$ cat config.mk
export PLATFORM = sky130hd
export DESIGN_NAME = clkscale_arbiter
export DESIGN_NICKNAME = d
export VERILOG_FILES = /design/src/rtl/clkscale_arbiter.sv
export SDC_FILE = /design/constraint.sdc
export NUM_CORES = 1
export LEC_CHECK = 0
export ABC_AREA = 1
export BUFFER_PORTS_ARGS = -buffer_cell sky130_fd_sc_hd__buf_2
export CORE_MARGIN = 4
export CORE_UTILIZATION = 36
export CTS_BUF_LIST = sky130_fd_sc_hd__clkbuf_8
export CTS_CLUSTER_SIZE = 14
export DETAILED_ROUTE_END_ITERATION = 7
export REMOVE_ABC_BUFFERS = 1
export SLEW_MARGIN = 20
export SYNTH_ARGS = -nofsm -noshare
export SYNTH_HDL_FRONTEND = slang
export SYNTH_SLANG_ARGS = --single-unit
$ cat constraint.sdc
create_clock -name CCLK -period 9.39 [get_ports CCLK]
set_clock_uncertainty 0.15 [all_clocks]
set_input_delay 1.878 -clock CCLK [delete_from_list [all_inputs] [get_ports CCLK]]
set_output_delay 1.878 -clock CCLK [all_outputs]
set_load 0.02 [all_outputs]
$ cat src/rtl/clkscale_arbiter.sv
// clkscale_arbiter: round-robin access to one shared programmable tick divider.
// Bursts are emitted as single-cycle CCLK enables, never as a derived clock.
module clkscale_arbiter #(
   parameter int NREQ = 4,
   parameter int SW   = 32,
   parameter int CW   = 16
) (
   input  logic                 CCLK,
   input  logic                 rst,
   input  logic [NREQ-1:0]      req,
   input  logic [NREQ*SW-1:0]   scale,
   input  logic [NREQ*CW-1:0]   count,
   output logic [NREQ-1:0]      grant,
   output logic                 tick,
   output logic                 done,
   output logic                 aborted,
   output logic                 busy
);

   localparam int PW = (NREQ > 1) ? $clog2(NREQ) : 1;

   typedef enum logic [1:0] {IDLE, RUN, DONE} state_t;

   state_t            state, state_n;
   logic [NREQ-1:0]   grant_n;
   logic [PW-1:0]     ptr, ptr_n, pick;
   logic [SW-1:0]     pe, pe_n, q, q_n, sel_scale;
   logic [CW-1:0]     rem, rem_n, sel_count;
   logic              abt, abt_n, found, live;

   // first asserted request searching upward from the slot after ptr
   always_comb begin
      found = 1'b0;
      pick  = ptr;
      for (int o = 1; o <= NREQ; o++) begin
         if (!found && req[(int'(ptr) + o) % NREQ]) begin
            found = 1'b1;
            pick  = PW'((int'(ptr) + o) % NREQ);
         end
      end
   end

   assign sel_scale = scale[int'(pick)*SW +: SW];
   assign sel_count = count[int'(pick)*CW +: CW];
   assign live      = |(req & grant);

   always_comb begin
      state_n = state;
      grant_n = grant;
      ptr_n   = ptr;
      pe_n    = pe;
      rem_n   = rem;
      q_n     = q;
      abt_n   = abt;
      tick    = 1'b0;
      unique case (state)
         IDLE: begin
            if (found) begin
               ptr_n = pick;
               pe_n  = (sel_scale == '0) ? SW'(1) : sel_scale;
               rem_n = sel_count;
               q_n   = '0;
               abt_n = 1'b0;
               if (sel_count == '0) begin
                  state_n = DONE;
                  grant_n = '0;
               end else begin
                  state_n = RUN;
                  grant_n = NREQ'(1) << pick;
               end
            end
         end
         RUN: begin
            // a dropped request wins over a coincident tick
            if (!live) begin
               state_n = DONE;
               grant_n = '0;
               abt_n   = 1'b1;
            end else if (q == pe - SW'(1)) begin
               tick  = 1'b1;
               q_n   = '0;
               rem_n = rem - CW'(1);
               if (rem == CW'(1)) begin
                  state_n = DONE;
                  grant_n = '0;
               end
            end else begin
               q_n = q + SW'(1);
            end
         end
         DONE: begin
            state_n = IDLE;
         end
         default: begin
            state_n = IDLE;
            grant_n = '0;
         end
      endcase
   end

   always_ff @(posedge CCLK or posedge rst) begin
      if (rst) begin
         state <= IDLE;
         grant <= '0;
         ptr   <= PW'(NREQ - 1);
         pe    <= '0;
         rem   <= '0;
         q     <= '0;
         abt   <= 1'b0;
      end else begin
         state <= state_n;
         grant <= grant_n;
         ptr   <= ptr_n;
         pe    <= pe_n;
         rem   <= rem_n;
         q     <= q_n;
         abt   <= abt_n;
      end
   end

   assign done    = (state == DONE);
   assign aborted = done & abt;
   assign busy    = (state != IDLE);

endmodule

After elaboration in Yosys (flattened, before gate mapping)
Index checks and enable logic that the tools add are counted.
{"block": "totals", "ff_bits": 89, "latchBits": 0, "rom_bits": 0, "ram_bits": 0, "n_memories": 0}
{"block": "op_classes", "order_cmp": 4, "muxes": 47, "n_reduce_logical": 22, "shift": 3, "n_mul": 0, "bitwise": 7, "eq_ne": 10, "div_mod_pow": 0, "add_sub_neg": 7}
{"op": "two-way mux 32 bit", "count": 4}
{"op": "indexed part select 128 x 8 -> 32 bit", "count": 1}
{"op": "case mux 32 bit (2 select lines)", "count": 1}
{"op": "indexed part select 64 x 7 -> 16 bit", "count": 1}
{"op": "two-way mux 16 bit", "count": 3}
{"op": "adder 32 x 1 -> 32 bit (second input constant)", "count": 1}
{"op": "equality test 32 bit", "count": 1}
{"op": "zero test 32 bit", "count": 1}
{"op": "case mux 16 bit (2 select lines)", "count": 1}
{"op": "subtractor 32 x 1 -> 32 bit (second input constant)", "count": 1}
{"op": "two-way mux 4 bit", "count": 5}
{"op": "two-way mux 2 bit", "count": 9}
{"op": "two-way mux 1 bit", "count": 17}
{"op": "equality test 16 x 1 -> 1 bit (second input constant)", "count": 1}
{"op": "zero test 16 bit", "count": 1}
{"op": "less-than comparator 3 x 4 -> 1 bit (second input constant)", "count": 4}
{"op": "subtractor 16 x 1 -> 16 bit (second input constant)", "count": 1}
{"op": "case mux 4 bit (3 select lines)", "count": 1}
{"op": "AND reduction 3 bit", "count": 3}
{"op": "binary-select mux 1 bit (select 2 bit)", "count": 4}
{"op": "inequality test 2 bit (second input constant)", "count": 4}
{"op": "AND reduction 4 bit", "count": 2}
{"op": "OR reduction 2 bit", "count": 4}
{"op": "inequality test 3 bit (second input constant)", "count": 2}
{"op": "other kinds (17)", "count": 27}

Longest topological paths before layout
{"block": "logic_depth", "ltp_word": 21, "mapped_depth": 22}

Least setup slack after synthesis
No wires, ideal clock.
{"block": "synth_timing", "kind": "input -> output", "startpoint": "in req[3]", "endpoint": "out tick", "t_required_ps": 7362, "arrival_ps": 2465, "cell_stages": 5, "slack_ps": 4897, "path_cell_list": "a22o_1 > nor2_1 > nor2_1 > inv_1 > nor2_1"}
{"block": "synth_between", "elab_chain_len": 4}
{"item": "from (decl)", "line": "10", "rtl": "input logic [NREQ-1:0] req,"}
{"item": "AND 4 bit", "line": "45", "rtl": "assign live = |(req & grant);"}
{"item": "OR reduction 4 bit", "line": "45"}
{"item": "two-way mux 1 bit", "line": "75", "rtl": "if (!live) begin"}
{"item": "two-way mux 1 bit", "line": "56", "rtl": "unique case (state)"}
{"item": "to (decl)", "line": "14", "rtl": "output logic tick,"}
No other way between the ends.

Worst setup path in the final report
{"block": "layout_timing", "startpoint": "in req[2]", "endpoint": "reg grant[0]"}
{"block": "layout_between", "elab_chain_len": 18, "elab_cells_between_ends": 39}
{"item": "binary-select mux 1 bit (select 2 bit)", "line": "36", "rtl": "if (!found && req[(int'(ptr) + o) % NREQ]) begin"}
{"item": "two-way mux 1 bit (implied by the code) (2 in series)", "line": "36"}
{"item": "two-way mux 1 bit", "line": "36"}
{"item": "zero test 1 bit", "line": "36"}
{"item": "logical AND 1 bit", "line": "36"}
{"item": "two-way mux 1 bit", "line": "36"}
{"item": "zero test 1 bit", "line": "36"}
{"item": "logical AND 1 bit", "line": "36"}
{"item": "two-way mux 1 bit", "line": "36"}
{"item": "zero test 1 bit", "line": "36"}
{"item": "logical AND 1 bit", "line": "36"}
{"item": "two-way mux 2 bit", "line": "36"}
{"item": "indexed part select 64 x 7 -> 16 bit", "line": "44", "rtl": "assign sel_count = count[int'(pick)*CW +: CW];"}
{"item": "zero test 16 bit", "line": "64", "rtl": "if (sel_count == '0) begin"}
{"item": "two-way mux 4 bit", "line": "64"}
{"item": "two-way mux 4 bit", "line": "58", "rtl": "if (found) begin"}
{"item": "case mux 4 bit (3 select lines)", "line": "56"}
{"item": "to (signal assigned)", "line": "112", "rtl": "grant <= grant_n;"}
{"item": "to (decl)", "line": "13", "rtl": "output logic [NREQ-1:0] grant,"}
Several ways; a longest one is shown, not always the timed one. The select of a mux whose other input is x is not followed.
A chain may end at the register's enable or synchronous reset.

==> impl_metrics.tcl <==
set metrics [dict create \
    p_int_w 0.00133 \
    clk_latency_ns 0.38 \
    yosys_warnings 0 \
    seqCellArea_um2 2230 \
    timing.rr.start "ptr[0]" \
    synth_edf_count 0 \
    antenna_found_initial 0 \
    multi_input_area_um2 5300 \
    finish.instance_area_um2 9530 \
    finalCritPeriodShare_pct 55.6 \
    pin_count 206 \
    grt_pass1_wl_um 43700 \
    crit_path_end_kind "register" \
    root_buffer "clkbuf_8" \
    syn_area_um2 8220 \
    num_antenna_cells 0 \
    final_util_pct 42.2 \
    crit_path_frequent_cell "nand2_1" \
    drtIter0Drc 708 \
    dpl_cell_area_um2 9330 \
    swShare_pct 58.1 \
    ctsResizeCount 0 \
    grt_max_degree 70 \
    area_growth_pct 15.8 \
    post_cts_buffers 0 \
    core_um2 22600 \
    worst-path-buf-inv 4 \
    p_sw_w 0.00184 \
    hold_violations 0 \
    nets 1694 \
    pwr-share-clk_pct 8.7 \
    path_clk_slew_ns 0.09 \
    gp_congestion 0.898 \
    hp-class "reg -> reg" \
    avgSynthCellArea_um2 6.18 \
    ys_seq_area_share_pct 27.1 \
    min_path_cells 2 \
    critPathKind "in -> reg" \
    dr.pass1.iters 7 \
    yosys.area.top_type "dfrtp_1" \
    drc 0 \
    synthTopCellsByArea "dfrtp_1 (26%), nand2_1 (19%), nor2_1 (9.0%)" \
    final-setup-viol-count 0 \
    reg2regPathDepth 22 \
    htree_levels 3 \
    tightestPinTransition_ns 0.849 \
    vias_per_cell 5.11 \
    timing.setup.tns_ns 0 \
    crit_family "simple AND/OR/NAND/NOR gates" \
    regToRegEndpoint "grant[0]" \
    hpwl_um 20300 \
    status "completed" \
    cts_tree "built" \
    via_count 9111 \
    wirelength_um 26300 \
    max_freq_ghz 0.191 \
    seqPwrFrac_pct 20.9 \
    rows 55 \
    synth-main-ff-cell "dfrtp_1" \
    max_stage_delay_ns 0.73 \
    rsz0062_at_grt "no" \
    yosysTopAreaCellShare_pct 26.5 \
    clockBufferDepth 2 \
    drive_gt1_share_pct 18.2 \
    track_usage_pct 20.5 \
    period_needed_ns 5.22 \
    slowest_stage "nor2_2" \
    min_from "rem[15]" \
    arrival_ns 5.39 \
    cts_sinks 89 \
    crit_path_start_kind "input port" \
    synth_cells 1331 \
    wl_per_cell_um 14.8 \
    postSynth.asyncResetShare_pct 100 \
    die_width_um 159 \
    die_area_um2 25300 \
    die_h_um 159 \
    ys_types 42 \
    hold_slack_ns 0.357 \
    path_cells "buf_2 > nand2_1 > nand2_1 > nand2_1 > nand2_1 > nand2_1 > nand2_1 > nand2_2 > buf_4 > nand2_4 > buf_4 > nor2_2 > nand2_1 > nand2_1 > nor2_1 > nand2_1 > inv_1 > nand2_1 > nor2_1 > nand2_1 > nand3_1 > nand2_1" \
    maxSlewViolCount 0 \
    final_antenna_net_count 0 \
    fillers 2467 \
    critPathRequiredTime_ns 9.56 \
    cp_max_fo 66 \
    vdd_ir_drop_max_mv 0.283 \
    cts-hold-fix-buffers 0 \
    synth_seq_cells 89 \
    reg2reg_setup_slack_ns 5.04 \
    grt_pass1_vias 8808 \
    power.density_nw_per_um2 333 \
    min_to "rem[15]" \
    cellLeakagePower_nw 4.83 \
    maxSlewHeadroom_pct 43.3 \
    numCtsBuffers 9 \
    initial_core_util_pct 36.4 \
    grt_overflow 0 \
    numPortBuffers 205 \
    cap_violations 0 \
    comb_power_share_pct 70.5 \
]
[layer usage]
metal	share of wire [%]	track usage [%]	vias to the layer above
met5	0	0	-
met2	47	34.9	279
met3	5.5	3.52	33
li1	-	-	4668
met4	1.8	5.40	0
met1	46	27.0	4131
[worst reg2reg max path: cells and delay by family (launching register included)]
family,cells,cell delay [ns]
and+or+nand+nor,18,2.47
buffers and inverters,4,1.03
DFF,1,0.66
[state kept, by name, summed over array words and instances (netlist names)]
signal and flops:
state 2, ptr 2, q 32, rem 16, abt 1, pe 32, grant 4
[logic make-up (layout without fill, tap and decap cells)]
group                    Yosys count  after routing  synth area share (%)
XOR/XNOR                          83             83                  9.01
adder cells (fa/ha/maj)            4              4                 0.609
buffers and inverters            159            325                  8.61
AND/OR/NAND/NOR                  898            898                  48.3
AO/OA/AOI/OAI                     98             98                  6.34
flip-flops                        89             89                  27.1
[area by class of cell]
class	count	share of cell area [%]
multi-input combinational	1083	55.6
clock buffer	9	1.30
inverter	96	3.82
clock inverter	7	0.735
sequential	89	23.4
tap	285	3.74
timing repair buffer	213	11.4
[how the worst max path moves through the flow]
| stage | slack (ns) | end | cells past startpoint | start |
|---|---|---|---|---|
| after global placement | 3.88 | grant[0] | 22 | req[2] |
| final | 4.17 | grant[0] | 22 | req[2] |
| after detailed placement | 3.79 | grant[0] | 22 | req[2] |
| after CTS | 4.19 | grant[0] | 22 | req[2] |
| after floorplan | 3.95 | state[0] | 16 | req[1] |
| after global routing | 3.77 | grant[0] | 22 | req[3] |
[power groups by stage]
stage               sequential (W)  clock [W]  combinational [W]
CTS                       0.000663   0.000281            0.00225
global route              0.000682   0.000295            0.00259
floorplan                 0.000625          0            0.00165
finish                    0.000662   0.000275            0.00224
detailed placement        0.000668          0            0.00224
global placement          0.000668          0            0.00222
[cell usage after synthesis (5+ instances only)]
| library cell | instances |
|---|---|
| nor4_1 | 5 |
| a21oi_1 | 8 |
| nand3_1 | 135 |
| nand3b_1 | 10 |
| buf_2 | 15 |
| buf_1 | 12 |
| xnor2_1 | 20 |
| nand2_2 | 5 |
| nand2_1 | 407 |
| inv_2 | 5 |
| buf_6 | 10 |
| o21ai_1 | 5 |
| nor2_1 | 197 |
| o21ai_0 | 70 |
| xor2_1 | 62 |
| nor3_1 | 23 |
| clkbuf_1 | 22 |
| nand4_1 | 84 |
| or2_2 | 11 |
| inv_1 | 90 |
| nor2_2 | 7 |
| dfrtp_1 | 87 |
| a31oi_1 | 6 |
[stage by stage]
step | power (W) | worst slack, ns | instances
final | 0.00317 | 4.17 | 1782
after global routing | 0.00357 | 3.77 | 1782
after CTS | 0.00319 | 4.19 | 1782
after detailed placement | 0.00291 | 3.79 | 1766
after global placement | 0.00288 | 3.88 | 1766
after floorplan | 0.00227 | 3.95 | 1268
[layout by cell type (no fill, tap or decap), drive strengths merged, types with 3 or more instances in the layout]
master  count
nor3       24
nand2     415
xnor2      20
or2        11
xor2       62
and2        3
nand3b     10
a21oi       8
clkinv      5
nand4      84
clkbuf      9
ha          4
inv        96
dfrtp      87
nor2      206
a31oi       6
buf       213
o21ai      75
nor4        5
nand3     139
Note: power is estimated with default switching activity, not from simulation.
